`config.mk`:
```
export PLATFORM = sky130hd
export DESIGN_NAME = f1_race_start
export DESIGN_NICKNAME = d
export VERILOG_FILES = /design/src/rtl/f1_pkg.sv /design/src/rtl/lfsr_prng.sv /design/src/rtl/f1_race_start.sv
export SDC_FILE = /design/constraint.sdc
export NUM_CORES = 1
export LEC_CHECK = 0
export CORE_MARGIN = 5
export CORE_UTILIZATION = 40
export DETAILED_ROUTE_END_ITERATION = 7
export GPL_TIMING_DRIVEN = 1
export PLACE_DENSITY = 0.7
export SYNTH_ARGS = -nofsm -noshare
export SYNTH_HDL_FRONTEND = slang
export SYNTH_SLANG_ARGS = --single-unit
```
`constraint.sdc`:
```
create_clock -name clk -period 1.8 [get_ports clk]
set_input_delay 0.54 -clock clk [delete_from_list [all_inputs] [get_ports clk]]
set_output_delay 0.54 -clock clk [all_outputs]
set_load 0.005 [all_outputs]
```
`src/rtl/f1_pkg.sv`:
```
// Shared definitions for the F1 start-light sequencer.
//   state_t    : sequencer states
//   lfsr_taps  : Galois feedback mask giving a maximal-length sequence for a
//                register of the given width (2..16); bit i set means tap i+1.
package f1_pkg;

  typedef enum logic [2:0] {
    S_IDLE,
    S_FILL,
    S_HOLD,
    S_GO,
    S_DONE,
    S_FAULT
  } state_t;

  function automatic logic [15:0] lfsr_taps(input int unsigned width);
    logic [15:0] taps;
    case (width)
      2:       taps = 16'h0003;
      3:       taps = 16'h0006;
      4:       taps = 16'h000C;
      5:       taps = 16'h0014;
      6:       taps = 16'h0030;
      7:       taps = 16'h0060;
      8:       taps = 16'h00B8;
      9:       taps = 16'h0110;
      10:      taps = 16'h0240;
      11:      taps = 16'h0500;
      12:      taps = 16'h0829;
      13:      taps = 16'h100D;
      14:      taps = 16'h2015;
      15:      taps = 16'h6000;
      16:      taps = 16'hD008;
      default: taps = 16'h0000;
    endcase
    return taps;
  endfunction

endpackage

```
`src/rtl/lfsr_prng.sv`:
```
// Free-running Galois LFSR used to pick the random hold time.
//   clk : clock, rising edge
//   rst : synchronous active-low reset, loads 1
//   q   : current LFSR state, never zero
module lfsr_prng
  import f1_pkg::*;
#(
  parameter int WIDTH = 7
) (
  input  logic             clk,
  input  logic             rst,
  output logic [WIDTH-1:0] q
);

  localparam logic [WIDTH-1:0] TAPS = WIDTH'(lfsr_taps(WIDTH));

  always_ff @(posedge clk) begin
    if (!rst) q <= WIDTH'(1);
    else      q <= (q >> 1) ^ (q[0] ? TAPS : '0);
  end

endmodule

```
`src/rtl/f1_race_start.sv`:
```
// F1 race start sequencer: lights fill one per prescaler tick, hold for a
// random number of ticks, go out, then the driver's reaction time is counted.
//   clk, rst    : clock and synchronous active-low reset
//   en_timer, N : prescaler enable and reload (tick every N+1 enabled cycles)
//   trigger     : start request (ignored while busy)
//   react       : driver button
//   led_num     : lights, bit 0 first
//   busy        : sequence in progress (FILL/HOLD/GO)
//   rt_valid    : rt_count holds a reaction time
//   rt_count    : cycles from lights-out to react, saturating
//   jump_start  : react seen before lights-out
module f1_race_start
  import f1_pkg::*;
#(
  parameter int NUM_LIGHTS = 8,
  parameter int WIDTH      = 16,
  parameter int LFSR_WIDTH = 7,
  parameter int RT_WIDTH   = 16
) (
  input  logic                  clk,
  input  logic                  rst,
  input  logic                  en_timer,
  input  logic [WIDTH-1:0]      N,
  input  logic                  trigger,
  input  logic                  react,
  output logic [NUM_LIGHTS-1:0] led_num,
  output logic                  busy,
  output logic                  rt_valid,
  output logic [RT_WIDTH-1:0]   rt_count,
  output logic                  jump_start
);

  state_t                state;
  logic [WIDTH-1:0]      pcnt;
  logic [LFSR_WIDTH-1:0] hold_cnt;
  logic [LFSR_WIDTH-1:0] lfsr_q;
  logic                  tick;
  logic                  accept;

  lfsr_prng #(.WIDTH(LFSR_WIDTH)) u_lfsr (
    .clk (clk),
    .rst (rst),
    .q   (lfsr_q)
  );

  always_comb begin
    tick   = en_timer && (pcnt == '0);
    accept = trigger && (state == S_IDLE || state == S_DONE || state == S_FAULT);
  end

  // Prescaler restarts from N on an accepted trigger so the first light
  // always appears N+1 enabled cycles after the start request.
  always_ff @(posedge clk) begin
    if (!rst)             pcnt <= N;
    else if (accept)      pcnt <= N;
    else if (en_timer)    pcnt <= (pcnt == '0) ? N : pcnt - WIDTH'(1);
  end

  always_ff @(posedge clk) begin
    if (!rst) begin
      state      <= S_IDLE;
      led_num    <= '0;
      busy       <= 1'b0;
      rt_valid   <= 1'b0;
      rt_count   <= '0;
      jump_start <= 1'b0;
      hold_cnt   <= '0;
    end else begin
      case (state)
        S_IDLE, S_DONE, S_FAULT: begin
          if (trigger) begin
            state      <= S_FILL;
            busy       <= 1'b1;
            led_num    <= '0;
            rt_valid   <= 1'b0;
            jump_start <= 1'b0;
          end
        end
        S_FILL, S_HOLD: begin
          // A button press before lights-out wins over a same-cycle tick.
          if (react) begin
            state      <= S_FAULT;
            busy       <= 1'b0;
            jump_start <= 1'b1;
            led_num    <= '0;
          end else if (tick) begin
            if (state == S_FILL) begin
              if (&led_num) begin
                state    <= S_HOLD;
                hold_cnt <= lfsr_q;
              end else begin
                led_num <= {led_num[NUM_LIGHTS-2:0], 1'b1};
              end
            end else begin
              if (hold_cnt == LFSR_WIDTH'(1)) begin
                state    <= S_GO;
                led_num  <= '0;
                rt_count <= '0;
              end else begin
                hold_cnt <= hold_cnt - LFSR_WIDTH'(1);
              end
            end
          end
        end
        S_GO: begin
          if (react) begin
            state    <= S_DONE;
            busy     <= 1'b0;
            rt_valid <= 1'b1;
          end else if (rt_count != '1) begin
            rt_count <= rt_count + RT_WIDTH'(1);
          end
        end
        default: begin
          state <= S_IDLE;
          busy  <= 1'b0;
        end
      endcase
    end
  end

endmodule

```
==> results of run 1 <==
-- kinds of logic after synthesis --
logic type               count (synthesis)  synth area share
XOR/XNOR                                15            0.0402
adder cells (fa/ha/maj)                  5            0.0191
multiplexers                            11            0.0337
AND/OR/NAND/NOR                        158             0.249
AO/OA/AOI/OAI                           95             0.201
buffers and inverters                   30            0.0402
flip-flops                              60             0.417
-- Yosys cell counts (2+ instances only) --
master / n
o21a_1: 3
a211oi_1: 2
or2_2: 2
dfxtp_1: 44
o221a_2: 2
a211o_1: 2
nor3_1: 11
nand3b_1: 3
inv_1: 9
a41oi_1: 2
nor2b_1: 2
mux2i_1: 11
o211ai_1: 5
a21o_1: 4
nor3b_1: 2
nand3_1: 11
a311oi_2: 2
buf_2: 3
nand2b_1: 2
clkbuf_1: 13
nand4_1: 8
buf_1: 3
and2_1: 5
nor4b_1: 2
xor2_1: 4
a311oi_1: 4
edfxtp_1: 16
o31ai_1: 5
and3_1: 2
nor4_1: 6
nor2_1: 30
a31oi_1: 9
ha_1: 5
nand2_1: 60
o21ai_1: 2
a32o_1: 2
xnor2_1: 11
and4_1: 2
a21oi_1: 13
buf_6: 2
o2111ai_1: 2
o21ai_0: 28
-- through the flow --
| stage | instance area (sq um) | setup TNS (ns) | power [uW] | hold slack, ns |
|---|---|---|---|---|
| global route | 5090 | -12.64 | 3870 | 0.476 |
| detailed placement | 4420 | -26.47 | 2250 | 0.455 |
| CTS | 4770 | -2.64 | 3560 | 0.470 |
| finish | 5090 | -8.36 | 3710 | 0.468 |
| floorplan | 3300 | 0 | 1910 | 0.411 |
| global placement | 4420 | -25.39 | 2240 | 0.447 |
-- how the worst max path moves through the flow --
stage          slack, ns          end  cells past startpoint
3_3_place_gp       -0.56  hold_cnt[6]                      6
2_1_floorplan       0.02  rt_count[4]                      6
6_report           -0.24  rt_count[3]                      7
5_1_grt            -0.38  rt_count[1]                      6
3_5_place_dp       -0.59  hold_cnt[4]                      6
4_1_cts            -0.12  rt_count[1]                      8
-- power breakdown --
| group | internal [uW] | switching (uW) | total (uW) |
|---|---|---|---|
| Sequential | 1480 | 70.7 | 1550 |
| Clock | 711 | 552 | 1260 |
| Combinational | 467 | 427 | 894 |
| Total | 2660 | 1050 | 3710 |
-- critical path, delay by kind of cell --
| kind | cells | cell delay [ns] |
|---|---|---|
| AND/OR/NAND/NOR | 3 | 0.65 |
| AO/OA/AOI/OAI | 2 | 0.40 |
| buffers and inverters | 2 | 0.68 |
-- area by class of cell --
| cell class | count | area, sq um |
|---|---|---|
| repair buffers | 139 | 1280 |
| inverters | 9 | 33.8 |
| clock inverters | 4 | 47.5 |
| clock buffers | 12 | 155 |
| flip-flops and latches | 60 | 1390 |
| well taps | 105 | 131 |
| fillers | 668 | 3000 |
| multi-input cells | 285 | 2060 |
-- per-layer routing --
metal,track usage,vias to the layer above,wire length (um)
li1,-,1649,-
met1,0.219,1607,4150
met2,0.310,116,4990
met3,0.0473,14,529
met4,0.0653,0,136
met5,0,-,0
-- repair_timing --
item | in CTS | in global routing
setup buffers | 7 | 5
gates cloned | 1 | 3
setup endpoints to repair | 64 | 58
gates resized for setup | 38 | 70
hold endpoints to repair | 0 | 0
pin swaps | 7 | 24
-- sequential cells by signal (all words and copies together) (netlist names) --
signal and flops:
led_num 8, pcnt 16, state 3, busy 1
rt_valid 1, hold_cnt 7, u_lfsr.q 7, jump_start 1
rt_count 16
==> results summary, run 1 <==
The flow ran to the end, but the final reports show violations. The final reports fail on negative setup slack. The number of sinks driven by the clock tree came out at 60. At the worst endpoint, the arrival time is 2.27 ns. The count of input and output buffers came out at 47. The final count of negative-setup-slack endpoints is 50. For this run, the register share of the synthesized area comes to 0.417. The count of unique library cells instantiated by Yosys came out at 60. For this run, the leading register cell type out of synthesis is dfxtp_1.

STA classifies the critical path startpoint as an input pin. In the global route stage, overall resource usage came out at 0.182. In the layout the commonest cells are buf_4, nand2_1, clkdlybuf4s50_1, nor2_1, dfxtp_1. The number of maximum-capacitance constraint violations is 0.

The most critical setup path has its startpoint at en_timer. The count of hold buffers inserted by post-cts repair came out at 0. The area of the die came out at 10,100 sq um. The detailed router placed 3,386 vias in this run. In this run the critical register-to-register path is launched from pcnt[1]. The critical register-to-register path endpoint is rt_count[3]. The highest clock rate came out at 491 MHz.

The flip-flop and latch count after synthesis came out at 60. The maximum number of pins on one net before global-route repair is 24. Clock tree synthesis selected as its root buffer the cell clkbuf_8. After the last flow step, the layout net total stands at 530. The antenna diode count is 0. For the pin with the worst max-slew slack, the measured transition is 0.514 ns. Synthesis produced a netlist with a net count of 400. Of all cell types, the one taking the most synthesized area is dfxtp_1. The final critical-path setup slack is -0.238 ns. The total congestion overflow after global routing is 0. Measured against its own limit, the worst slew margin works out to 0.656.

In this run the cell area of the synthesized design comes to 3270 sq um. The critical path is of the input pin to register type. The highest ir drop seen on vdd is 0.406 mV.

TritonCTS built the clock tree. The cell with the largest stage delay on the worst path is clkdlybuf4s50_1. The clock tree buffer depth came out at 2.

The number of max-slew violations in the final report came out at 0. For hold timing, the worst endpoint is led_num[7]. For flop-to-flop paths, the worst setup slack is -0.20 ns. The data required time at the worst endpoint is 2.03 ns.

On the final layout, the worst clock skew is 0.0134 ns. The leakage component of the power is 0.00198 uW. The final hold violation count came out at 0. The total area inside the core boundary comes to 8090 sq um. The total routed wirelength is 9.81 mm. The clock-pin transition on the worst setup and hold timing paths is 0.07 ns.

The startpoint of the tightest hold check path is led_num[7]. In this design, the stage delay of the slowest critical-path cell is 0.50 ns. The most common cell after layout, fill and taps aside is buf_4.

The wire length of the first global-routing pass came out at 14.7 mm. By area the synthesized netlist is led by dfxtp_1, edfxtp_1, nand2_1. Setup repair after global routing could not meet its margin everywhere. Each instance of the synthesized netlist takes up on average 8.74 sq um. Counting instances, the worst hold path has a depth of 2. The total CTS buffers came out at 9. The post-detailed-route count of antenna-violating nets is 0. The I/O pin total is 48. Prior to clock tree synthesis, the placed netlist has a worst setup slack of -0.588 ns. The number of antenna violations at the first check in global routing is 0.

In this run, synthesis inferred 16 flip-flops with an integrated enable. The violation count after the first detailed-route iteration came out at 219. The post-synthesis async set-or-reset flop share came out at 0.

The weighted congestion reported at the end of routability-driven placement is 0.813. For this run, the number of Yosys warnings is 0. The width of the die came out at 100 um. In the final routed layout, each cell accounts on average for 16.0 um. The floorplan step set the die height to 100 um. The detail-routed via count per cell is 5.51.

The worst hold path belongs to the class register to register. The initial utilization of the core area, before any placement, comes to 0.404. Walking the worst path, the cells encountered are clkdlybuf4s50_1 -> nor4b_4 -> nand4_1 -> nor2_2 -> o2111a_2 -> clkbuf_16 -> a311oi_1. STA classifies the critical path endpoint as a register. The total number of placement rows is 33. The total power divided by cell area is 729 nW/um^2. The finished layout holds 614 standard cells, fillers aside. The total iterations of the first detailed-routing run came out at 4. The total number of H-tree levels is 3. The insertion delay to the later sink of the worst-skew pair came out at 0.35 ns.

The half-perimeter wire length after placement is 6.31 mm. The share of synthesized area in the top cell type comes to 0.270. After detailed routing, the number of remaining DRC violations is 0.

The area growth from synthesis to final layout is 55.7%. Dividing the final minimum period by the clock period gives 1.13. Synthesis handed over a netlist of 374 instances. Subtracting the final worst setup slack from the clock period gives 2.04 ns. The fraction of the core area covered by cells at the end of the flow came out at 0.629. The via count of the first global-routing pass is 3,236. The share of layout cells above drive strength 1 came out at 0.375. The depth of the worst register-to-register path is 8. The largest driver fanout on the critical path came out at 5. The number of placed cells counting well taps came out at 582.
Note: power is estimated with default switching activity, not from simulation.
==> run 2, diff against run 1 <==
CTS_BUF_LIST = sky130_fd_sc_hd__clkbuf_4 sky130_fd_sc_hd__clkbuf_8   (was unset)
SLEW_MARGIN = 30   (was unset)
==> run 2 against run 1 <==
The flow still finishes with violations (negative setup slack). Largest cell class unchanged. Utilization fell by 0.36 points. Non-clock buffer count did not move. Via count did not move. Critical path type unchanged. First-iteration DRC count fell by 7.3%. Cell area fell by 0.57%. Hold slack barely moved. Critical endpoint unchanged. Final cell count did not move. Clock-buffer cell count did not move. Die area did not move. Global-route usage rose by 0.20 points. Sequential cell count did not move. Fmax fell by 0.88%.
==> results summary, run 2 (same netlist as run 1, synthesis figures left out) <==
Leaving out fill and tap cells, the most frequent cell in the layout is buf_4. The maximum number of pins on one net before global-route repair is 24 (unchanged). The detail-routed via count per cell is 5.51 (unchanged).

The worst hold path terminates at led_num[7]. The highest ir drop seen on vdd came out at 0.463 mV (+14%). The post-route clock skew is 0.0129 ns (-0.000462 ns). The final count of negative-setup-slack endpoints came out at 50 (unchanged). The I/O pin total is 48 (unchanged). The final reports fail on negative setup slack. The area of the die is 10,100 sq um (unchanged). The number of sinks driven by the clock tree is 60 (unchanged). The area of the placeable core was 8090 sq um (unchanged).

The count of unresolved DRC violations after routing is 0 (unchanged). The average routed wire per standard cell came out at 15.6 um (-2.2%). TritonCTS built the clock tree. The remaining max-slew budget at the tightest pin is 0.654 (-0.00106).

The final-stage net count is 530 (unchanged). The via count of the first global-routing pass is 3,239 (+0.093%). The worst setup path is captured at a register. The startpoint identified for the worst hold timing path is led_num[7]. The count of input and output buffers came out at 47 (unchanged). The number of antenna violations at the first check in global routing is 0 (unchanged). The instance count along the most critical hold path came out at 2 (unchanged). In this run the worst hold path is classified as register to register. The total congestion overflow after global routing was 0 (unchanged). The post-placement cell area came out at 4420 sq um (unchanged). The largest registers in the layout are pcnt x16, rt_count x16, led_num x8. The insertion delay to the later sink of the worst-skew pair is 0.35 ns (about the same).

The total power divided by cell area is 731 nW/um^2 (+0.34%). The clock-pin transition on the worst setup and hold timing paths came out at 0.07 ns (about the same). The run finished, with violations left.

The final cell count without fillers was 614 (unchanged). The leakage component of the power came to 0.00196 uW (-0.89%). The total number of H-tree levels came out at 3 (unchanged). By startpoint and endpoint, the worst setup path is classified as input pin to register. The number of maximum-capacitance constraint violations was 0 (unchanged). STA classifies the critical path startpoint as an input pin. The data required time at the worst endpoint is 2.03 ns (about the same).

The library cells used most frequently in the layout, excluding fill and tap cells, are buf_4, nand2_1, clkdlybuf4s50_1, nor2_1, dfxtp_1. The final hold violation count came out at 0 (unchanged). The highest clock rate came to 486 MHz (-0.88%). The number of max-slew violations in the final report is 0 (unchanged).

The weighted congestion reported at the end of routability-driven placement is 0.813 (unchanged). The total routed wirelength is 9.60 mm (-2.2%). The filler cell count is 669 (+0.15%). Setup repair after global routing could not meet its margin everywhere. From synthesis to final layout, the design area changed by 54.8%. The total number of placement rows came out at 33 (unchanged). The largest driver fanout on the critical path came to 5 (unchanged).

The fraction of the core area covered by cells at the end of the flow came out at 0.625 (-0.00356). The width of the die came out at 100 um (unchanged). The part of the cycle the worst path needs is 1.14 (+0.0101). The half-perimeter wire length after placement is 6.31 mm (unchanged). The total CTS buffers is 9 (unchanged).

The count of hold buffers inserted by post-cts repair is 0 (unchanged). The number of placed cells counting well taps came out at 582 (unchanged). The worst register-to-register path begins at pcnt[10].

The via total after detailed routing is 3,386 (unchanged). The post-detailed-route count of antenna-violating nets came to 0 (unchanged). The final critical-path setup slack came to -0.257 ns (-0.0182 ns).

The reg-to-reg setup timing slack came to -0.19 ns (about the same). The final instance area is 5060 sq um (-0.57%). The share of layout cells above drive strength 1 came out at 0.371 (-0.00393). The wire length of the first global-routing pass is 14.9 mm (+1.0%). The total iterations of the first detailed-routing run was 4 (unchanged). The clock tree buffer depth is 2 (unchanged).

The all-layer global routing usage is 0.184 (+0.00203). The depth of the worst register-to-register path came out at 6 (-2). The tree is rooted in a clkbuf_8. The die boundary height came out at 100 um (unchanged). The tightest hold margin came out at 0.468 ns (+0.000141 ns). The violation count after the first detailed-route iteration came to 203 (-7.3%). The final critical-path required period is 2.06 ns (+0.0182 ns). The total power is 3700 uW (-0.23%). The antenna diode count is 0 (unchanged). In this run the critical register-to-register path is captured at rt_count[3]. The initial core utilization was 0.404 (unchanged). The critical path data arrival time is 2.29 ns (+0.02 ns).

The transition time at the pin with the least slew margin came to 0.516 ns (+0.00158 ns).
## run 2: through the flow
step / setup TNS (ns) / worst slack [ns]
after floorplan: 0 / 0.0192
after global placement: -25.39 / -0.558
after detailed placement: -26.47 / -0.588
after CTS: -2.72 / -0.122
after global routing: -11.54 / -0.392
final: -6.52 / -0.257
## run 2: worst max-delay path, cell delays in order
cell,delay (ns)
clkdlybuf4s50_1,0.50
nor4b_2,0.25
nand4_1,0.24
nor2_2,0.18
o2111a_2,0.32
clkbuf_16,0.18
a311oi_1,0.08
## run 2: what timing repair did
action,in CTS,in global routing
buffers inserted,7,5
setup endpoints to repair,65,57
gates cloned,1,3
endpoints found under the hold margin,0,0
pin swaps,7,21
gates resized for setup,38,63
## run 2: worst max path at each step
stage / endpoint / startpoint / depth (start not counted) / slack, ns
final: rt_count[3] / en_timer / 7 / -0.26
after global routing: rt_count[1] / en_timer / 7 / -0.39
after CTS: rt_count[1] / pcnt[1] / 8 / -0.12
after detailed placement: hold_cnt[4] / en_timer / 6 / -0.59
after global placement: hold_cnt[6] / en_timer / 6 / -0.56
after floorplan: rt_count[4] / react / 6 / 0.02
## run 2: cell type report
type | instances | area (sq um) | share of cell area
Clock inverter | 4 | 47.5 | 0.00940
Timing Repair Buffer | 139 | 1270 | 0.252
Tap cell | 105 | 131 | 0.0260
Multi-Input combinational cell | 285 | 2030 | 0.400
Sequential cell | 60 | 1390 | 0.274
Inverter | 9 | 33.8 | 0.00668
Clock buffer | 12 | 159 | 0.0314
## run 2: power by group
group | leakage [uW] | total (uW) | switching (uW) | internal [uW]
sequential | 0.000536 | 1550 | 64.7 | 1480
combinational | 0.00132 | 878 | 418 | 460
clock | 0.000106 | 1280 | 551 | 726
## run 2: per-layer routing
metal  GRT usage  part of all wire  vias to the layer above  routed length (um)
met5           0                 0                        -                   0
met4      0.0601             0.016                        0                 153
met3      0.0486             0.049                       15                 470
met2       0.315              0.50                       93                4840
met1       0.222              0.43                     1624                4130
li1            -                 -                     1654                   -
==> run 3, diff against run 2 <==
CORE_UTILIZATION = 35   (was 40)
PLACE_DENSITY = 0.64   (was 0.7)
==> run 3 against run 2 <==
The flow still finishes with violations (negative setup slack). First-iteration DRC count shrank 40%. Critical endpoint is now state[2]. Power shrank 2.8%. Via count fell by 1.6%. Worst setup slack better by 0.14 ns. Fmax is 7.4% higher. Sequential cell count stayed put. Sequential share of layout area down 0.19 points. Largest power group unchanged.
==> results summary, run 3 (same netlist as run 1, synthesis figures left out) <==
The width of the die is 107 um (+6.2%). The maximum number of pins on one net before global-route repair came out at 21 (-13%). The total number of placement rows is 35 (+6.1%). The leakage component of the power is 0.00201 uW (+2.6%). The count of unresolved DRC violations after routing was 0 (unchanged).

The top cell types in the final layout, fill and taps aside, are buf_4, nand2_1, clkdlybuf4s50_1, nor2_1, dfxtp_1. The area of the placeable core came out at 9150 sq um (+13%). The detail-routed via count per cell is 5.31 (-3.6%). The clock tree buffer depth is 2 (unchanged). The tightest min-delay check is of the register to register type. The largest driver fanout on the critical path came out at 3 (-2). The final count of negative-setup-slack endpoints is 41 (-18%). The beginning of the worst register-to-register path is pcnt[0]. The total power divided by cell area came out at 705 nW/um^2 (-3.6%).

The cell chosen for the clock root is clkbuf_8. The highest ir drop seen on vdd came to 0.433 mV (-6.6%). The worst hold path terminates at u_lfsr.q[0]. The antenna diode count came out at 0 (unchanged). The clock-pin transition on the worst setup and hold timing paths came out at 0.07 ns (about the same). The area growth from synthesis to final layout came out at 56.0%.

The number of max-slew violations in the final report is 0 (unchanged). TritonCTS built the clock tree. Leaving out fill and tap cells, the most frequent cell in the layout is buf_4.

The insertion delay to the later sink of the worst-skew pair is 0.34 ns (about the same). The share of layout cells above drive strength 1 came out at 0.374 (+0.00271). The critical path data arrival time is 2.19 ns (-0.10 ns).

The filler cell count is 793 (+19%). The number of antenna violations at the first check in global routing is 0 (unchanged). The total power came to 3590 uW (-2.8%).

The count of input and output buffers came out at 47 (unchanged). The total CTS buffers is 9 (unchanged). The weighted congestion reported at the end of routability-driven placement is 0.833 (+2.4%). The final hold violation count came out at 0 (unchanged). The final critical-path setup slack is -0.115 ns (+0.142 ns).

The number of maximum-capacitance constraint violations came out at 0 (unchanged). The all-layer global routing usage came to 0.169 (-0.0142). The area of the die is 11,400 sq um (+13%). The part of the cycle the worst path needs is 1.06 (-0.0786). The final-stage net count is 537 (+1.3%). The post-placement cell area came out at 4490 sq um (+1.5%). The tightest hold margin is 0.451 ns (-0.0169 ns). In this run the most critical hold path is launched from u_lfsr.q[1]. The wire length of the first global-routing pass is 15.5 mm (+4.5%).

The transition time at the pin with the least slew margin came to 0.425 ns (-0.0906 ns). The average routed wire per standard cell is 15.2 um (-2.7%). The reg-to-reg setup timing slack is -0.12 ns (+0.07 ns). The kind of capture point of the worst setup path is a register. The depth of the worst register-to-register path is 7 (+1). The final instance area is 5100 sq um (+0.79%). The checks that failed: negative setup slack. The post-route clock skew is 0.0110 ns (-0.00193 ns). Setup repair after global routing could not meet its margin everywhere. The I/O pin total came out at 48 (unchanged).

The initial core utilization came out at 0.357 (-0.0468). The die boundary height is 107 um (+6.2%). The worst slack after detailed placement came out at -0.600 ns (-0.0123 ns). The via total after detailed routing came to 3,332 (-1.6%).

The post-detailed-route count of antenna-violating nets is 0 (unchanged). The worst register-to-register path ends at state[2]. The total iterations of the first detailed-routing run is 4 (unchanged). The violation count after the first detailed-route iteration came out at 121 (-40%). The setup path with the least slack is of type register to register. The total congestion overflow after global routing came out at 0 (unchanged). The number of sinks driven by the clock tree came out at 60 (unchanged).

The total routed wirelength is 9.53 mm (-0.68%). The count of hold buffers inserted by post-cts repair was 0 (unchanged). The highest clock rate came to 522 MHz (+7.4%). In the final layout, the registers with the most flip-flops are pcnt x16, rt_count x16, led_num x8. The worst setup path is launched from a register. The total number of H-tree levels came out at 3 (unchanged). The instance count along the most critical hold path is 1 (-1). The half-perimeter wire length after placement is 6.40 mm (+1.4%). The data required time at the worst endpoint is 2.07 ns (+0.04 ns). The remaining max-slew budget at the tightest pin came out at 0.713 (+0.0587). The via count of the first global-routing pass is 3,303 (+2.0%). The final critical-path required period is 1.92 ns (-0.142 ns). The flow ran to the end, but the final reports show violations.
==> run 3: cell count changes in the layout (fill, tap and decap cells not counted), sizes merged <==
cell           change
buf                +9
bufbuf             +1
bufinv             -1
clkdlybuf4s50      -4
clkinvlp           -1
dlygate4sd2        +2
dlymetal6s2s       +2
o211ai             -1
==> run 3: worst max-delay path by stage <==
| stage | start | to | slack (ns) | depth (start not counted) |
|---|---|---|---|---|
| after global routing | pcnt[0] | state[2] | -0.23 | 7 |
| after detailed placement | en_timer | hold_cnt[2] | -0.60 | 6 |
| after floorplan | react | rt_count[4] | 0.02 | 6 |
| after global placement | en_timer | hold_cnt[6] | -0.59 | 6 |
| after CTS | pcnt[0] | rt_count[1] | -0.11 | 8 |
| final | pcnt[0] | state[2] | -0.12 | 7 |
==> run 3: layout make-up <==
| cell class | instances | area, sq um | share of cell area |
|---|---|---|---|
| Tap cell | 111 | 139 | 0.0272 |
| Timing Repair Buffer | 147 | 1300 | 0.254 |
| Inverter | 9 | 33.8 | 0.00662 |
| Clock buffer | 14 | 174 | 0.0341 |
| Sequential cell | 60 | 1390 | 0.272 |
| Clock inverter | 2 | 10.0 | 0.00196 |
| Multi-Input combinational cell | 284 | 2060 | 0.403 |
==> run 3: per-stage QoR <==
| stage | utilization | instances | setup TNS, ns |
|---|---|---|---|
| finish | 0.557 | 627 | -2.13 |
| floorplan | - | 374 | 0 |
| CTS | 0.536 | 624 | -2.24 |
| global route | 0.557 | 627 | -7.11 |
| detailed placement | 0.490 | 596 | -29.78 |
| global placement | 0.490 | 596 | -29.25 |
==> run 3: power breakdown <==
part / switching [uW] / total, uW / internal, uW / leakage (uW)
clock: 533 / 1150 / 617 / 0.000101
combinational: 425 / 900 / 475 / 0.00138
sequential: 66.1 / 1540 / 1480 / 0.000535
total: 1020 / 3590 / 2570 / 0.00201
==> run 3: layer usage <==
layer / vias up / wire length, um / GRT usage
li1: 1654 / - / -
met1: 1593 / 4270 / 0.209
met2: 73 / 4690 / 0.282
met3: 12 / 415 / 0.0397
met4: 0 / 157 / 0.0731
met5: - / 0 / 0
==> run 3: critical path: stages (launching register included) <==
cell	delay, ns
edfxtp_1	0.41
inv_2	0.10
ha_4	0.12
nor4b_4	0.26
nand4_1	0.20
o21ai_1	0.29
o311a_1	0.25
mux2i_1	0.20
==> run 3: what timing repair did <==
item | in CTS | in global routing
pin swaps | 4 | 19
endpoints found under the setup margin | 82 | 58
endpoints found under the hold margin | 0 | 0
setup buffers | 9 | 7
gates resized for setup | 45 | 69
cloned | 3 | 0
